<file path="src/rtl/xlconstant_bank_if.sv">
// Write/commit bus and constant outputs of the constant bank.
// The master side stages channel values and requests commits; the slave side
// (the bank) reports readiness, the live channel values and error/pulse flags.
interface xlconstant_bank_if #(
  parameter int CONST_WIDTH = 8,
  parameter int NUM_CH      = 4,
  parameter int ADDR_W      = 4
);
  logic                          wr_valid;
  logic                          wr_ready;
  logic [ADDR_W-1:0]             wr_addr;
  logic [CONST_WIDTH-1:0]        wr_data;
  logic                          wr_mode;
  logic                          commit;
  logic [NUM_CH*CONST_WIDTH-1:0] dout;
  logic [NUM_CH-1:0]             pulse_active;
  logic                          wr_err;

  modport master (
    output wr_valid, wr_addr, wr_data, wr_mode, commit,
    input  wr_ready, dout, pulse_active, wr_err
  );

  modport slave (
    input  wr_valid, wr_addr, wr_data, wr_mode, commit,
    output wr_ready, dout, pulse_active, wr_err
  );
endinterface

</file>
<file path="src/rtl/xlconstant_bank.sv">
// Bank of NUM_CH constant channels. Writes are staged per channel and applied
// atomically by a one-cycle APPLY state. A channel applied in pulse mode
// shows its value for PULSE_CYCLES cycles and then falls back to CONST_VAL;
// a level-mode channel holds its value until it is committed again.
module xlconstant_bank #(
  parameter int          CONST_WIDTH  = 8,
  parameter int          NUM_CH       = 4,
  parameter logic [31:0] CONST_VAL    = 32'h0000_0000,
  parameter int          ADDR_W       = 4,
  parameter int          PULSE_CYCLES = 16
) (
  input  logic             aclk,
  input  logic             aresetn,
  xlconstant_bank_if.slave bus
);

  localparam int CNT_W = $clog2(PULSE_CYCLES + 1);
  localparam logic [CONST_WIDTH-1:0] LP_CONST  = CONST_VAL[CONST_WIDTH-1:0];
  localparam logic [CNT_W-1:0]       LP_PULSE  = CNT_W'(PULSE_CYCLES);
  localparam logic [CNT_W-1:0]       LP_ONE    = CNT_W'(1);
  localparam logic [CNT_W-1:0]       LP_ZERO   = CNT_W'(0);
  localparam logic [ADDR_W:0]        LP_NUM_CH = (ADDR_W + 1)'(NUM_CH);

  typedef enum logic [0:0] {
    ST_IDLE  = 1'b0,
    ST_APPLY = 1'b1
  } state_t;

  // An address is valid when it names an existing channel; the extra MSB keeps
  // the compare exact when NUM_CH equals 2**ADDR_W.
  function automatic logic f_in_range(input logic [ADDR_W-1:0] addr);
    return ({1'b0, addr} < LP_NUM_CH);
  endfunction

  // Registered state
  state_t                          r_state;
  logic                            r_wr_ready;
  logic                            r_wr_err;
  logic [CONST_WIDTH-1:0]          r_stage [NUM_CH];
  logic [NUM_CH-1:0]               r_mode;
  logic [NUM_CH-1:0]               r_dirty;
  logic [CNT_W-1:0]                r_cnt   [NUM_CH];
  logic [NUM_CH*CONST_WIDTH-1:0]   r_dout;
  logic [NUM_CH-1:0]               r_pact;

  // Next-state values
  state_t                          w_state_nxt;
  logic                            w_wr_ready_nxt;
  logic                            w_apply;
  logic                            w_wr_fire;
  logic                            w_in_range;
  logic                            w_wr_err_nxt;
  logic [CONST_WIDTH-1:0]          w_stage_nxt [NUM_CH];
  logic [NUM_CH-1:0]               w_mode_nxt;
  logic [NUM_CH-1:0]               w_dirty_nxt;
  logic [CNT_W-1:0]                w_cnt_nxt   [NUM_CH];
  logic [NUM_CH*CONST_WIDTH-1:0]   w_dout_nxt;
  logic [NUM_CH-1:0]               w_pact_nxt;

  // Handshake qualifiers: writes are taken only while the bank is idle
  assign w_wr_fire    = bus.wr_valid & r_wr_ready;
  assign w_in_range   = f_in_range(bus.wr_addr);
  assign w_wr_err_nxt = w_wr_fire & ~w_in_range;

  // Commit sequencer state register
  always_ff @(posedge aclk or negedge aresetn) begin
    if (!aresetn) begin
      r_state    <= ST_IDLE;
      r_wr_ready <= 1'b1;
    end else begin
      r_state    <= w_state_nxt;
      r_wr_ready <= w_wr_ready_nxt;
    end
  end

  // Commit sequencer next state; APPLY always lasts one cycle and ignores commit
  always_comb begin
    w_state_nxt    = r_state;
    w_wr_ready_nxt = 1'b1;
    w_apply        = 1'b0;
    case (r_state)
      ST_IDLE: begin
        if (bus.commit) begin
          w_state_nxt    = ST_APPLY;
          w_wr_ready_nxt = 1'b0;
        end else begin
          w_state_nxt    = ST_IDLE;
          w_wr_ready_nxt = 1'b1;
        end
      end
      ST_APPLY: begin
        w_state_nxt    = ST_IDLE;
        w_wr_ready_nxt = 1'b1;
        w_apply        = 1'b1;
      end
      default: begin
        w_state_nxt    = ST_IDLE;
        w_wr_ready_nxt = 1'b1;
        w_apply        = 1'b0;
      end
    endcase
  end

  // Per-channel staging, apply and pulse countdown; an apply overrides the
  // countdown so a reloaded pulse never shows CONST_VAL in between
  always_comb begin
    w_stage_nxt = r_stage;
    w_mode_nxt  = r_mode;
    w_dirty_nxt = r_dirty;
    w_cnt_nxt   = r_cnt;
    w_dout_nxt  = r_dout;
    w_pact_nxt  = r_pact;
    for (int ch = 0; ch < NUM_CH; ch++) begin
      if (w_apply && r_dirty[ch]) begin
        w_dout_nxt[ch*CONST_WIDTH +: CONST_WIDTH] = r_stage[ch];
        w_cnt_nxt[ch] = r_mode[ch] ? LP_PULSE : LP_ZERO;
      end else if (r_cnt[ch] == LP_ONE) begin
        w_dout_nxt[ch*CONST_WIDTH +: CONST_WIDTH] = LP_CONST;
        w_cnt_nxt[ch] = LP_ZERO;
      end else if (r_cnt[ch] != LP_ZERO) begin
        w_dout_nxt[ch*CONST_WIDTH +: CONST_WIDTH] = r_dout[ch*CONST_WIDTH +: CONST_WIDTH];
        w_cnt_nxt[ch] = r_cnt[ch] - LP_ONE;
      end else begin
        w_dout_nxt[ch*CONST_WIDTH +: CONST_WIDTH] = r_dout[ch*CONST_WIDTH +: CONST_WIDTH];
        w_cnt_nxt[ch] = r_cnt[ch];
      end

      if (w_apply) begin
        w_stage_nxt[ch] = r_stage[ch];
        w_mode_nxt[ch]  = r_mode[ch];
        w_dirty_nxt[ch] = 1'b0;
      end else if (w_wr_fire && w_in_range && (bus.wr_addr == ADDR_W'(ch))) begin
        w_stage_nxt[ch] = bus.wr_data;
        w_mode_nxt[ch]  = bus.wr_mode;
        w_dirty_nxt[ch] = 1'b1;
      end else begin
        w_stage_nxt[ch] = r_stage[ch];
        w_mode_nxt[ch]  = r_mode[ch];
        w_dirty_nxt[ch] = r_dirty[ch];
      end

      w_pact_nxt[ch] = (w_cnt_nxt[ch] != LP_ZERO);
    end
  end

  // Channel datapath registers; reset restores every channel to CONST_VAL
  always_ff @(posedge aclk or negedge aresetn) begin
    if (!aresetn) begin
      for (int ch = 0; ch < NUM_CH; ch++) begin
        r_stage[ch] <= LP_CONST;
        r_cnt[ch]   <= LP_ZERO;
      end
      r_mode   <= {NUM_CH{1'b0}};
      r_dirty  <= {NUM_CH{1'b0}};
      r_dout   <= {NUM_CH{LP_CONST}};
      r_pact   <= {NUM_CH{1'b0}};
      r_wr_err <= 1'b0;
    end else begin
      for (int ch = 0; ch < NUM_CH; ch++) begin
        r_stage[ch] <= w_stage_nxt[ch];
        r_cnt[ch]   <= w_cnt_nxt[ch];
      end
      r_mode   <= w_mode_nxt;
      r_dirty  <= w_dirty_nxt;
      r_dout   <= w_dout_nxt;
      r_pact   <= w_pact_nxt;
      r_wr_err <= w_wr_err_nxt;
    end
  end

  assign bus.wr_ready     = r_wr_ready;
  assign bus.dout         = r_dout;
  assign bus.pulse_active = r_pact;
  assign bus.wr_err       = r_wr_err;

endmodule

</file>
<file path="src/flat_wrapper.sv">
// flat-port wrapper written by rule: the top's interface ports become plain ports
module xlconstant_bank_flat 
#(
  parameter int          CONST_WIDTH  = 8,
  parameter int          NUM_CH       = 4,
  parameter logic [31:0] CONST_VAL    = 32'h0000_0000,
  parameter int          ADDR_W       = 4,
  parameter int          PULSE_CYCLES = 16
)
  (aclk, aresetn, bus_wr_valid, bus_wr_addr, bus_wr_data, bus_wr_mode, bus_commit, bus_wr_ready, bus_dout, bus_pulse_active, bus_wr_err);
  xlconstant_bank_if #(.CONST_WIDTH(CONST_WIDTH), .NUM_CH(NUM_CH), .ADDR_W(ADDR_W)) bus_i ();
  input  logic aclk;
  input  logic aresetn;
  input wire logic [$bits(bus_i.wr_valid)-1:0] bus_wr_valid;
  input wire logic [$bits(bus_i.wr_addr)-1:0] bus_wr_addr;
  input wire logic [$bits(bus_i.wr_data)-1:0] bus_wr_data;
  input wire logic [$bits(bus_i.wr_mode)-1:0] bus_wr_mode;
  input wire logic [$bits(bus_i.commit)-1:0] bus_commit;
  output wire logic [$bits(bus_i.wr_ready)-1:0] bus_wr_ready;
  output wire logic [$bits(bus_i.dout)-1:0] bus_dout;
  output wire logic [$bits(bus_i.pulse_active)-1:0] bus_pulse_active;
  output wire logic [$bits(bus_i.wr_err)-1:0] bus_wr_err;
  assign bus_i.wr_valid = bus_wr_valid;
  assign bus_i.wr_addr = bus_wr_addr;
  assign bus_i.wr_data = bus_wr_data;
  assign bus_i.wr_mode = bus_wr_mode;
  assign bus_i.commit = bus_commit;
  assign bus_wr_ready = bus_i.wr_ready;
  assign bus_dout = bus_i.dout;
  assign bus_pulse_active = bus_i.pulse_active;
  assign bus_wr_err = bus_i.wr_err;
  xlconstant_bank #(.CONST_WIDTH(CONST_WIDTH), .NUM_CH(NUM_CH), .CONST_VAL(CONST_VAL), .ADDR_W(ADDR_W), .PULSE_CYCLES(PULSE_CYCLES)) u_core (.aclk(aclk), .aresetn(aresetn), .bus(bus_i));
endmodule
</file>
<file path="config.mk">
export PLATFORM = sky130hd
export DESIGN_NAME = xlconstant_bank_flat
export DESIGN_NICKNAME = d
export VERILOG_FILES = /design/src/rtl/xlconstant_bank_if.sv /design/src/rtl/xlconstant_bank.sv /design/src/flat_wrapper.sv
export SDC_FILE = /design/constraint.sdc
export NUM_CORES = 1
export LEC_CHECK = 0
export BUFFER_PORTS_ARGS = -buffer_cell sky130_fd_sc_hd__buf_4
export CORE_AREA = 2 2 90 92
export DETAILED_ROUTE_END_ITERATION = 10
export DIE_AREA = 0 0 92 94
export GPL_ROUTABILITY_DRIVEN = 0
export PLACE_DENSITY = 0.86
export SYNTH_ARGS = -nofsm -noshare
export SYNTH_HDL_FRONTEND = slang
export SYNTH_SLANG_ARGS = --single-unit
</file>
<file path="constraint.sdc">
create_clock -name aclk -period 2.9 [get_ports aclk]
set_input_delay 0.145 -clock aclk [delete_from_list [all_inputs] [get_ports aclk]]
set_output_delay 0.145 -clock aclk [all_outputs]
set_load 0.02 [all_outputs]
</file>
# Word-level counts from Yosys, hierarchy flattened
# Index checks and enable logic that the tools add are counted.
[word_totals]
regBits = 99
input_bits = 17
output_inout_bits = 38
elab_cells = 108
[op_classes]
n_addsub = 4
order_cmp = 1
n_eq_ne = 7
mux = 37
bitwise = 5
n_reduce_logical = 30
[ops]
columns = ["op", "n"]
rows = [
  ["5-bit two-way mux", 16],
  ["8-bit two-way mux", 8],
  ["5-bit nonzero test", 8],
  ["5-bit by 1-bit == test with 1-bit output (second input constant)", 4],
  ["5-bit by 1-bit subtractor with 5-bit output (second input constant)", 4],
  ["2-bit nonzero test", 8],
  ["1-bit two-way mux", 11],
  ["1-bit logical AND", 9],
  ["4-bit by 2-bit == test with 1-bit output (second input constant)", 2],
  ["2-bit AND reduction", 4],
  ["4-bit by 1-bit == test with 1-bit output (second input constant)", 1],
  ["4-bit logical NOT", 1],
  ["4-bit by 3-bit less-than comparator with 1-bit output (second input constant)", 1],
  ["1-bit case mux with 2 select lines", 2],
  ["1-bit NOT", 3],
  ["1-bit bitwise AND", 2],
]

# Logic depth before layout (Yosys ltp)
# Gate-level depths: netlist of run 1.
[depth]
word_depth = 5
mapped_depth = 6
ltp_nobuf = 5

# Worst setup path before layout of run 1
# OpenSTA, ideal clock, no wires.
[synth_timing]
path_type = "register to register"
start = "reg u_core.r_cnt[15] (netlist name)"
end = "reg u_core.r_pact[0], in the netlist u_core.bus.pulse_active[0]"
setup_time_ns = 0.122
arrival_ns = 1.767
setup_slack_ns = 1.012
path_stages_with_launch = 7
path_buffers = 1
path_cell_list = "dfrtp_1 > inv_1 > ha_1 > or4b_1 > clkbuf_1 > or3_1 > a32o_1"
[synth_between]
elab_chain_len = 5
[synth_lines]
columns = ["element", "line", "source"]
rows = [
  ["start: declaration", "xlconstant_bank.sv:42", "logic [CNT_W-1:0] r_cnt [NUM_CH];"],
  ["start signal: indexed assignment", "xlconstant_bank.sv:161", "r_cnt[ch] <= w_cnt_nxt[ch];"],
  ["5-bit by 1-bit subtractor with 5-bit output / 5-bit nonzero test (equally long branches)", "xlconstant_bank.sv:122, xlconstant_bank.sv:120", ""],
  ["5-bit two-way mux", "xlconstant_bank.sv:120", "end else if (r_cnt[ch] != LP_ZERO) begin"],
  ["5-bit two-way mux *", "xlconstant_bank.sv:117", "end else if (r_cnt[ch] == LP_ONE) begin"],
  ["5-bit two-way mux *", "xlconstant_bank.sv:114", "if (w_apply && r_dirty[ch]) begin"],
  ["5-bit nonzero test *", "xlconstant_bank.sv:142", "w_pact_nxt[ch] = (w_cnt_nxt[ch] != LP_ZERO);"],
  ["net u_core.w_pact_nxt[0]", "xlconstant_bank.sv:58", "logic [NUM_CH-1:0] w_pact_nxt;"],
  ["end signal: assignment", "xlconstant_bank.sv:156", "r_pact <= {NUM_CH{1'b0}};"],
  ["end signal: assignment", "xlconstant_bank.sv:166", "r_pact <= w_pact_nxt;"],
  ["end: declaration", "xlconstant_bank.sv:44", "logic [NUM_CH-1:0] r_pact;"],
]
# The timed path passes the listed nets; every way through them passes the cells marked *.
# A chain may end at the register's enable or synchronous reset.

# Worst setup path after layout of run 1
# Ends and elaborated chain as after synthesis.

==> results.md, run 1 <==
| Step | Metric | Value |
| --- | --- | --- |
| finish | Synthesis-to-layout area growth | 17.30% |
| worst setup path | Reg-to-reg endpoint | u_core.bus.pulse_active[0] |
| flow run | Number of violations of the max-capacitance limit | 0 |
| synthesis | Most frequently used flop master after synthesis | dfrtp_1 |
| clock tree | Total number of clock tree sinks | 99 |
| finish | Antenna Cells | 0 |
| floorplanning | Height of the die | 94 um |
| worst setup path | Type of element capturing the critical path | register |
| power and ir drop | Total power per unit cell area | 866.3 nW/um2 |
| synthesis | Number of cells produced by synthesis | 307 |
| finish | Layout cells sized above 1 | 31.90% |
| synthesis | Count of synthesis-stage warnings from yosys | 0 |
| floorplanning | Number of placed I/O pins | 55 |
| finish | Final Net Count | 397 |
| grt | Pin count of the biggest net entering global routing | 72 |
| synthesis | Leading cell types by count after synthesis | 98 x dfrtp_1, 36 x mux2_2, 32 x a22o_1, 16 x inv_1, 12 x ha_1 |
| route | Average wire per cell in the routed design | 17.13 um |
| clock tree | Clock tree from TritonCTS | built |
| route | Routed wire length | 8139 um |
| sta | RSZ-0062 raised after global routing | false |
| worst setup path | Reg2Reg Setup Slack | 0.90 ns |
| worst setup path | Worst R2R Path Depth | 5 |
| clock tree | Maximum level of the CTS H-tree | 3 |
| worst setup path | Req. time, crit path | 3.15 ns |
| worst setup path | Worst path buffer plus inverter count | 1 |
| placement | HPWL Detailed | 5640 um |
| clock tree | Source-to-sink clock delay at the later pin of the worst-skew pair | 0.35 ns |
| synthesis | EDFF count, synth | 0 |
| worst setup path | Crit path max-delay family | simple AND/OR/NAND/NOR gates |
| synthesis | Cells taking the most area after synthesis | dfrtp_1 59%, mux2_2 9.8%, a22o_1 6.8% |
| route | Post-DRT Antenna Nets | 0 |
| sta | Total of endpoints with negative setup slack in the final report | 0 |
| clock tree | Cell at the root of the clock tree | clkbuf_8 |
| grt | Congestion Overflow GR | 0 |
| synthesis | Mapped Area | 4150 um2 |
| sta | Actual transition at the worst max-transition pin | 0.8545 ns |
| route | Iteration-0 DRC count of the detailed router | 151 |
| synthesis | Synth cell types | 37 |
| floorplanning | Width of the die | 92 um |
| finish | Share of the core filled with cells | 64.00% |
| hold path | Hold path cells | 3 |
| worst setup path | Critical-path cell with the highest stage delay | or4b_1 |
| sta | Max-slew violations | 0 |
| floorplanning | Row count | 32 |
| route | Pre-Repair DR Iteration Count | 4 |
| synthesis | Post-synthesis sequential area ratio | 59.72% |
| sta | Final Cycle Share | 68.80% |
| grt | Wire length of the first global-routing pass | 13740 um |
| synthesis | Leading area contributor after synthesis | dfrtp_1 |
| hold path | Worst Hold Path EP | u_core.bus.wr_err |
| sta | Setup TNS Final | 0 ns |
| grt | Via count of the first global-routing pass | 2777 |
| hold path | Hold Startpoint | bus_wr_addr[3] |
| power and ir drop | Worst ir drop on vdd | 0.0005153 V |
| hold path | Type of the most critical hold path | in2reg |
| sta | Worst clock skew | 0.008053 ns |
| synthesis | Net Count, Synth | 336 |
| synthesis | Syn avg cell area | 13.52 um2 |
| clock tree | Number of buffers inserted by post-CTS setup repair | 0 |
| sta | Final hold violations | 0 |
| finish | Fill cell total of the finished layout | 587 |
| worst setup path | Path type of the worst setup path | reg2reg |
| clock tree | Number of buffers on the longest clock path | 2 |
| worst setup path | Startpoint type of the worst setup path | register |
| grt | Antenna violations before repair | 0 |
| sta | Worst max-slew margin expressed relative to the limit | 43.03% |
| clock tree | Clock transition at the registers of the reported paths | 0.09 ns |
| clock tree | Number of gates resized after cts | 0 |
| worst setup path | Worst Path Max Fanout | 8 |
| worst setup path | Data arrival time of the critical path | 2.24 ns |
| clock tree | Post-CTS Hold Buffers | 2 |
| outcome | Result of the run | finished, final reports clean |
| floorplanning | Starting utilization of the core area | 54.56% |
| synthesis | Top-count cell post-synth | dfrtp_1 |
| floorplanning | Overall die area | 8648 um2 |
| route | # DRC | 0 |
| worst setup path | Startpoint of the most critical register-to-register path | u_core.r_cnt[15] |
| placement | Count of buffers from port buffering | 54 |
| sta | Fmax | 0.5012 GHz |
| clock tree | Number of buffers created by CTS | 9 |
| worst setup path | Cell chain of the critical path | inv_1, ha_1, or4b_1, or3_1, a32o_1 |
| route | Via count of the routed design | 2694 |
| floorplanning | Area of the core | 7607 um2 |
| grt | GRT Util Overall | 20.62% |
| synthesis | Yosys reg bits | 99 |
| power and ir drop | Static leakage | 2.372 nW |
| worst setup path | Crit-path max cell delay | 0.58 ns |
| synthesis | Proportion of netlist area held by the largest area contributor | 59.09% |
| synthesis | Ys async rst share | 100.0% |
| sta | Shortest period the worst path allows | 1.995 ns |
| route | Average vias per placed instance | 5.672 |
per-layer routing:
layer,track usage [%],part of all wire [%],vias to the layer above
met5,0,0,-
met3,3.772,3.3,11
li1,-,-,1240
met1,27.65,45,1383
met2,34.01,50,60
met4,7.463,1.5,0
power breakdown:
group          total, mW  switching [mW]  internal, mW
Clock              0.788           0.430         0.358
Combinational       1.44           0.727         0.716
Sequential          1.99           0.271          1.71
Total               4.22            1.43          2.79
sequential cells by signal (all words and copies together) (netlist names):
| signal | cells |
|---|---|
| u_core.r_mode | 4 |
| u_core.r_dirty | 4 |
| u_core.r_stage | 32 |
| u_core.bus.pulse_active | 4 |
| u_core.bus.wr_ready | 1 |
| u_core.r_cnt | 20 |
| u_core.bus.dout | 32 |
| u_core.bus.wr_err | 1 |
| u_core.r_state | 1 |
placed cells by master, fill, tap and decap left out, drive strengths merged:
cell type,count
a211oi,2
a21o,4
a21oi,1
a22o,32
a31o,2
a31oi,3
a32o,6
and2,8
and3,4
and3b,1
buf,58
clkbuf,14
clkinv,2
dfrtp,98
dfstp,1
dlygate4sd3,2
ha,12
inv,16
mux2,36
nand2,9
nand3,5
nor2,9
nor2b,2
nor3,11
nor3b,5
nor4b,3
nor4bb,1
o2111ai,3
o211a,1
o31ai,2
or3,1
or4,1
or4b,3
xnor2,11
xor2,4
stage by stage:
| step | hold WS, ns | std cells | total power, mW | setup WS, ns | area (um2) |
|---|---|---|---|---|---|
| after CTS | 0.04242 | 475 | 4.234 | 0.8959 | 4868 |
| after floorplan | -0.1506 | 307 | 3.009 | 1.012 | 4150 |
| after global routing | 0.04281 | 475 | 4.497 | 0.8274 | 4868 |
| after global placement | 0.3010 | 457 | 3.359 | 0.9724 | 4676 |
| after detailed placement | 0.3044 | 457 | 3.440 | 0.9069 | 4676 |
| final | 0.05639 | 475 | 4.218 | 0.9049 | 4868 |
final cells by class:
cell class | count | area (um2) | area share, %
Clock buffer | 14 | 162.7 | 3.341
Clock inverter | 2 | 10.01 | 0.2056
Inverter | 16 | 60.06 | 1.234
Multi-Input combinational cell | 182 | 1574 | 32.33
Sequential cell | 99 | 2479 | 50.91
Tap cell | 102 | 127.6 | 2.621
Timing Repair Buffer | 60 | 455.4 | 9.355
logic make-up after synthesis:
family	Yosys count	synth area share (%)
compound gates	56	11.52
simple gates	63	9.858
mux	36	9.768
fa+ha+maj	12	3.618
buf+inv	26	2.352
flops	99	59.72
xor+xnor	15	3.165
tightest hold or removal path, delay by kind of cell:
family / cells / cell delay (ns)
buffers and inverters: 1 / 0.10
AND/OR/NAND/NOR: 2 / 0.13
worst max-delay path by stage:
stage,cells after the start,slack [ns],endpoint,startpoint
detailed placement,5,0.91,u_core.bus.pulse_active[0],u_core.r_cnt[15]
CTS,5,0.90,u_core.bus.pulse_active[0],u_core.r_cnt[15]
global route,5,0.83,u_core.bus.pulse_active[0],u_core.r_cnt[15]
finish,5,0.90,u_core.bus.pulse_active[0],u_core.r_cnt[15]
global placement,5,0.97,u_core.bus.pulse_active[0],u_core.r_cnt[15]
floorplan,6,1.01,u_core.bus.pulse_active[0],u_core.r_cnt[15]
(Power assumes the default switching activity.)
==> run 2: changes to the inputs <==
--- a/config.mk
+++ b/config.mk
@@ -5,12 +5,13 @@
 export SDC_FILE = /design/constraint.sdc
 export NUM_CORES = 1
 export LEC_CHECK = 0
+export ABC_AREA = 1
 export BUFFER_PORTS_ARGS = -buffer_cell sky130_fd_sc_hd__buf_4
-export CORE_AREA = 2 2 90 92
+export CORE_AREA = 2 2 95 97
 export DETAILED_ROUTE_END_ITERATION = 10
-export DIE_AREA = 0 0 92 94
+export DIE_AREA = 0 0 97 99
 export GPL_ROUTABILITY_DRIVEN = 0
-export PLACE_DENSITY = 0.86
+export PLACE_DENSITY = 0.85
 export SYNTH_ARGS = -nofsm -noshare
 export SYNTH_HDL_FRONTEND = slang
 export SYNTH_SLANG_ARGS = --single-unit
==> constraint.sdc (replaced) <==
create_clock -name aclk -period 1.6 [get_ports aclk]
set_input_delay 0.08 -clock aclk [delete_from_list [all_inputs] [get_ports aclk]]
set_output_delay 0.08 -clock aclk [all_outputs]
set_load 0.02 [all_outputs]
==> run 2 against run 1 <==
Against the previous run:
- register-to-register slack worse by 0.81 ns
- combinational power up 120%
- global-route usage shrank 0.39 points
- power is 96% higher
- clock skew rose by 0.0016 ns
- worst hold slack lost 0.0084 ns
- cell count is 35% higher
- non-clock buffer count is 5 higher
- critical path depth grew 4
- clock-buffer cell count is 5 lower
- wire length increased by 16%
- largest cell class unchanged
==> results.md, run 2 <==
| Step | Metric | Value |
| --- | --- | --- |
| outcome | Result of the run | finished, final reports clean |
| route | Average vias per placed instance | 5.241 |
| finish | Cell area after layout | 5224 um2 |
| worst setup path | Worst Path Max Fanout | 5 |
| placement | DP Area | 4937 um2 |
| worst setup path | Startpoint type of the worst setup path | register |
| route | Routed wire length | 9458 um |
| route | Iteration-0 DRC count of the detailed router | 197 |
| synthesis | Cells taking the most area after synthesis | dfrtp_1 56%, nand2_1 9.8%, inv_1 5.4% |
| floorplanning | Starting utilization of the core area | 51.33% |
| clock tree | Number of buffers on the longest clock path | 2 |
| finish | Final Net Count | 558 |
| floorplanning | Overall die area | 9603 um2 |
| synthesis | EDFF count, synth | 0 |
| synthesis | Count of synthesis-stage warnings from yosys | 0 |
| finish | Share of the core filled with cells | 61.09% |
| worst setup path | Worst setup path startpoint | u_core.r_cnt[5] |
| worst setup path | Reg2Reg Setup Slack | 0.1 ns |
| clock tree | Number of buffers created by CTS | 9 |
| worst setup path | Data arrival time of the critical path | 1.76 ns |
| grt | Congestion Overflow GR | 0 |
| finish | Layout cells sized above 1 | 24.16% |
| flow run | Number of violations of the max-capacitance limit | 0 |
| route | Average wire per cell in the routed design | 14.73 um |
| grt | Wire length of the first global-routing pass | 15570 um |
| hold path | Hold path cells | 3 |
| synthesis | Yosys reg bits | 99 |
| worst setup path | Req. time, crit path | 1.86 ns |
| synthesis | Synth cell types | 28 |
| grt | Pin count of the biggest net entering global routing | 41 |
| sta | Actual transition at the worst max-transition pin | 0.3493 ns |
| placement | Count of buffers from port buffering | 54 |
| worst setup path | Crit path max-delay family | flip-flops |
| power and ir drop | Static leakage | 2.807 nW |
| floorplanning | Area of the core | 8551 um2 |
| sta | Worst max-slew margin expressed relative to the limit | 76.69% |
| floorplanning | Height of the die | 99 um |
| worst setup path | Worst path buffer plus inverter count | 3 |
| floorplanning | Row count | 34 |
| synthesis | Most frequently used flop master after synthesis | dfrtp_1 |
| synthesis | Top-count cell post-synth | nand2_1 |
| hold path | Type of the most critical hold path | in2reg |
| worst setup path | Cell chain of the critical path | inv_2, ha_1, inv_1, nor2_2, nand2_2, nand3_2, inv_1, a21oi_2, nand2_1 |
| placement | Pre-CTS setup slack | -0.03898 ns |
| finish | Number of standard cells in the final layout excluding fillers | 642 |
| sta | Final worst setup slack | 0.09925 ns |
| synthesis | Post-synthesis sequential area ratio | 56.47% |
| route | Post-DRT Antenna Nets | 0 |
| grt | Antenna violations before repair | 0 |
| clock tree | Clock tree from TritonCTS | built |
| finish | Synthesis-to-layout area growth | 19.01% |
| finish | Fill cell total of the finished layout | 681 |
| clock tree | Clock transition at the registers of the reported paths | 0.09 ns |
| placement | Number of placed instances with taps included | 622 |
| clock tree | Total number of clock tree sinks | 99 |
| synthesis | Leading area contributor after synthesis | dfrtp_1 |
| route | # DRC | 0 |
| finish | Antenna Cells | 0 |
| floorplanning | Width of the die | 97 um |
| worst setup path | Type of element capturing the critical path | register |
| synthesis | Net Count, Synth | 491 |
| sta | Shortest period the worst path allows | 1.501 ns |
| worst setup path | Reg-to-reg endpoint | u_core.bus.pulse_active[2] |
| sta | Max-slew violations | 0 |
| finish | Most frequent standard cell in the layout excluding fill and tap cells | nand2_1 |
| route | Via count of the routed design | 3365 |
| synthesis | Syn avg cell area | 9.500 um2 |
| synthesis | Leading cell types by count after synthesis | 115 x nand2_1, 98 x dfrtp_1, 63 x inv_1, 41 x nand3_1, 31 x nor2_1 |
| clock tree | Maximum level of the CTS H-tree | 3 |
| sta | Final Cycle Share | 93.80% |
| clock tree | Cell at the root of the clock tree | clkbuf_8 |
| floorplanning | Number of placed I/O pins | 55 |
| finish | Commonest non-fill, non-tap cells in the layout | 115 x nand2_1, 97 x dfrtp_1, 61 x buf_4 |
| worst setup path | Path type of the worst setup path | reg2reg |
| worst setup path | Critical-path cell with the highest stage delay | dfrtp_1 |
| worst setup path | Worst R2R Path Depth | 9 |
| grt | GRT Util Overall | 20.23% |
| worst setup path | Crit-path max cell delay | 0.43 ns |
| clock tree | Source-to-sink clock delay at the later pin of the worst-skew pair | 0.37 ns |
| grt | Via count of the first global-routing pass | 3271 |
| hold path | Worst Hold Path EP | u_core.r_mode[3] |
| hold path | Hold Startpoint | bus_wr_mode |
| synthesis | Number of cells produced by synthesis | 462 |
| sta | RSZ-0062 raised after global routing | true |
| sta | Final hold violations | 0 |
| sta | Setup TNS Final | 0 ns |
| synthesis | Proportion of netlist area held by the largest area contributor | 55.87% |
| synthesis | Ys async rst share | 100.0% |
| synthesis | Mapped Area | 4389 um2 |
| placement | HPWL Detailed | 6566 um |
| worst setup path | Startpoint of the most critical register-to-register path | u_core.r_cnt[5] |
| sta | Total of endpoints with negative setup slack in the final report | 0 |
| power and ir drop | Total power per unit cell area | 1586 nW/um2 |
| sta | Fmax | 0.6663 GHz |
| power and ir drop | Worst ir drop on vdd | 0.001010 V |
| sta | Worst clock skew | 0.009605 ns |
| worst setup path | Most Frequent Cell on Critical Path | inv_1 |
| route | Pre-Repair DR Iteration Count | 5 |
run 2: changes by cell type after synthesis, sizes merged, moves of 16 or more:
cell	change
mux2	-36
a22o	-16
nand2	+109
nand3	+40
inv	+49
o21ai	+42
nor2	+29
run 2: cells by family after synthesis:
family,Yosys count,share of synthesized area [%]
AOI/OAI and AO/OA,67,10.75
xor gates and xnor gates,6,1.197
adders and majority gates,12,3.421
buffers and inverters,74,7.155
DFF,99,56.47
and+or+nand+nor,204,21.01
run 2: per-stage QoR:
step / hold slack, ns / power, mW
finish: 0.04803 / 8.287
global route: 0.04879 / 8.847
CTS: 0.04831 / 8.165
detailed placement: -0.004066 / 6.497
global placement: -0.002668 / 6.260
floorplan: -0.2156 / 5.622
run 2: worst max path at each step:
stage,endpoint,slack (ns),cells past startpoint
6_report,u_core.bus.pulse_active[2],0.1,9
3_3_place_gp,u_core.bus.pulse_active[1],0.12,9
4_1_cts,u_core.bus.pulse_active[0],0.0009,9
2_1_floorplan,u_core.bus.pulse_active[2],0.19,9
3_5_place_dp,u_core.bus.pulse_active[2],-0.04,9
5_1_grt,u_core.bus.pulse_active[2],-0.03,9
run 2: what timing repair did:
action,CTS,global route
endpoints found under the hold margin,100,0
hold buffers,2,0
endpoints found under the setup margin,3,8
buffers inserted,0,2
pin swaps,0,1
resized for setup,3,19
gates cloned,0,0
run 2: cell type report:
class | instances | area [um2] | area share, %
clock inverter | 7 | 75.07 | 1.437
tap | 108 | 135.1 | 2.587
sequential | 99 | 2480 | 47.47
multi-input combinational | 289 | 1648 | 31.54
clock buffer | 9 | 123.9 | 2.371
timing repair buffer | 65 | 518.0 | 9.916
inverter | 65 | 244.0 | 4.671
run 2: power by group:
part	switching (mW)	leakage, nW	internal [mW]
Clock	0.902	0.104	0.737
Combinational	1.96	1.42	1.16
Sequential	0.443	1.29	3.08
run 2: worst min-delay path: cells and delay by family:
kind                   cells  cell delay [ns]
buffers and inverters      2             0.17
AO/OA/AOI/OAI              1             0.14
run 2: layer usage:
| metal | GRT usage [%] | up-vias | part of all wire [%] |
|---|---|---|---|
| li1 | - | 1601 | - |
| met1 | 24.93 | 1650 | 41 |
| met2 | 35.31 | 99 | 53 |
| met3 | 5.532 | 15 | 4.7 |
| met4 | 5.634 | 0 | 1.6 |
| met5 | 0 | - | 0 |
==> run 3: changes to the inputs <==
--- a/config.mk
+++ b/config.mk
@@ -7,9 +7,9 @@
 export LEC_CHECK = 0
 export ABC_AREA = 1
 export BUFFER_PORTS_ARGS = -buffer_cell sky130_fd_sc_hd__buf_4
-export CORE_AREA = 2 2 95 97
+export CORE_AREA = 2 2 93 95
 export DETAILED_ROUTE_END_ITERATION = 10
-export DIE_AREA = 0 0 97 99
+export DIE_AREA = 0 0 95 97
 export GPL_ROUTABILITY_DRIVEN = 0
 export PLACE_DENSITY = 0.85
 export SYNTH_ARGS = -nofsm -noshare
==> constraint.sdc (replaced) <==
create_clock -name aclk -period 1.7 [get_ports aclk]
set_input_delay 0.085 -clock aclk [delete_from_list [all_inputs] [get_ports aclk]]
set_output_delay 0.085 -clock aclk [all_outputs]
set_load 0.02 [all_outputs]
==> run 3 against run 2 <==
Against the previous run:
- cell count fell by 1.2%
- utilization rose by 2.2 points
- highest routed layer unchanged
- critical path type unchanged
- largest power group unchanged
- via count fell by 1.5%
- largest cell class unchanged
==> results.md, run 3 (synthesized netlist as in run 2, its figures left out) <==
| Step | Metric | Value |
| --- | --- | --- |
| outcome | Result of the run | finished, final reports clean |
| power and ir drop | Final Total Pwr | 7.706 mW |
| worst setup path | Startpoint type of the worst setup path | register |
| route | Average vias per placed instance | 5.227 |
| clock tree | Number of buffers created by CTS | 9 |
| route | Routed wire length | 9152 um |
| floorplanning | Number of placed I/O pins | 55 |
| sta | Worst max-slew margin expressed relative to the limit | 75.02% |
| finish | Layout cells sized above 1 | 21.17% |
| route | Via count of the routed design | 3314 |
| sta | Worst Hold Slack | 0.04888 ns |
| clock tree | Clock tree from TritonCTS | built |
| clock tree | Maximum level of the CTS H-tree | 3 |
| clock tree | Number of buffers on the longest clock path | 2 |
| grt | Congestion Overflow GR | 0 |
| power and ir drop | Total power per unit cell area | 1497 nW/um2 |
| finish | Most frequent standard cell in the layout excluding fill and tap cells | nand2_1 |
| sta | Shortest period the worst path allows | 1.558 ns |
| grt | Wire length of the first global-routing pass | 15680 um |
| route | Post-DRT Antenna Nets | 0 |
| finish | Commonest non-fill, non-tap cells in the layout | 115 x nand2_1, 97 x dfrtp_1, 60 x inv_1 |
| sta | Final Cycle Share | 91.66% |
| placement | DP Area | 4898 um2 |
| sta | Total of endpoints with negative setup slack in the final report | 0 |
| sta | Max-slew violations | 0 |
| grt | Via count of the first global-routing pass | 3410 |
| placement | Count of buffers from port buffering | 54 |
| grt | Pin count of the biggest net entering global routing | 49 |
| clock tree | Clock transition at the registers of the reported paths | 0.10 ns |
| worst setup path | Path type of the worst setup path | reg2reg |
| worst setup path | Data arrival time of the critical path | 1.81 ns |
| sta | RSZ-0062 raised after global routing | false |
| sta | Fmax | 0.6417 GHz |
| clock tree | Number of buffers inserted by post-CTS setup repair | 0 |
| finish | Synthesis-to-layout area growth | 17.27% |
| route | Iteration-0 DRC count of the detailed router | 183 |
| placement | HPWL Detailed | 6581 um |
| floorplanning | Starting utilization of the core area | 53.96% |
| floorplanning | Width of the die | 95 um |
| grt | Antenna violations before repair | 0 |
| sta | Worst clock skew | 0.01014 ns |
| finish | Cell area after layout | 5147 um2 |
| worst setup path | Req. time, crit path | 1.95 ns |
| worst setup path | Type of element capturing the critical path | register |
| clock tree | Total number of clock tree sinks | 99 |
| sta | Setup TNS Final | 0 ns |
| hold path | Type of the most critical hold path | in2reg |
| flow run | Number of violations of the max-capacitance limit | 0 |
| finish | Final Net Count | 553 |
| floorplanning | Row count | 33 |
| clock tree | Source-to-sink clock delay at the later pin of the worst-skew pair | 0.37 ns |
| worst setup path | Worst Path Max Fanout | 5 |
| finish | Share of the core filled with cells | 63.28% |
| sta | Final hold violations | 0 |
| worst setup path | Worst R2R Path Depth | 9 |
| finish | Antenna Cells | 0 |
| grt | GRT Util Overall | 21.90% |
| power and ir drop | Worst ir drop on vdd | 0.0006219 V |
| sta | Actual transition at the worst max-transition pin | 0.3747 ns |
| route | # DRC | 0 |
| floorplanning | Area of the core | 8134 um2 |
| clock tree | Cell at the root of the clock tree | clkbuf_8 |
| hold path | Hold path cells | 3 |
| floorplanning | Height of the die | 97 um |
| floorplanning | Overall die area | 9215 um2 |
| power and ir drop | Static leakage | 2.766 nW |
| route | Pre-Repair DR Iteration Count | 5 |
| route | Average wire per cell in the routed design | 14.44 um |
## run 3: path summary, 6_finish.rpt
path / start / to / slack, ns
min: bus_wr_data[1] / u_core.r_stage[9] / 0.05
min in group asynchronous: aresetn / u_core.bus.dout[13] / 0.15
max in group asynchronous: aresetn / u_core.r_stage[31] / 0.87
max reg2reg: u_core.r_cnt[10] / u_core.bus.pulse_active[1] / 0.14
max: u_core.r_cnt[10] / u_core.bus.pulse_active[1] / 0.14
min reg2reg: u_core.bus.dout[13] / u_core.bus.dout[13] / 0.48
## run 3: timing repair
action	CTS	global route
hold buffers	2	0
endpoints found under the setup margin	0	6
hold endpoints to repair	70	0
gates resized for setup	0	9
## run 3: metal layers
metal  GRT usage [%]  share of wire [%]  up-vias
li1                -                  -     1587
met1           28.00                 42     1628
met2           35.52                 52       80
met3           4.361                4.1       19
met4           10.37                2.2        0
met5               0                  0        -
## run 3: per-stage QoR
step / instances / setup WS (ns)
after global placement: 616 / 0.1905
after detailed placement: 616 / 0.1068
after floorplan: 462 / 0.2911
final: 634 / 0.1418
after global routing: 634 / 0.005442
after CTS: 634 / 0.08877
## run 3: critical path: stages (launching register included)
cell	delay (ns)
dfrtp_1	0.41
inv_1	0.16
ha_1	0.17
inv_1	0.04
nor2_1	0.15
nand2_1	0.13
nand3_2	0.12
nor2_1	0.05
nor2_1	0.12
nand3_1	0.09
## run 3: final cells by class
| cell class | instances | area [um2] |
|---|---|---|
| Fill cell | 640 | 2987 |
| Sequential cell | 99 | 2480 |
| Multi-Input combinational cell | 289 | 1614 |
| Timing Repair Buffer | 60 | 467.9 |
| Inverter | 65 | 244.0 |
| Clock buffer | 10 | 137.6 |
| Tap cell | 105 | 131.4 |
| Clock inverter | 6 | 72.57 |
## run 3: power by group
| part | switching (mW) | internal (mW) |
|---|---|---|
| Clock | 0.837 | 0.736 |
| Combinational | 1.78 | 1.04 |
| Sequential | 0.408 | 2.90 |
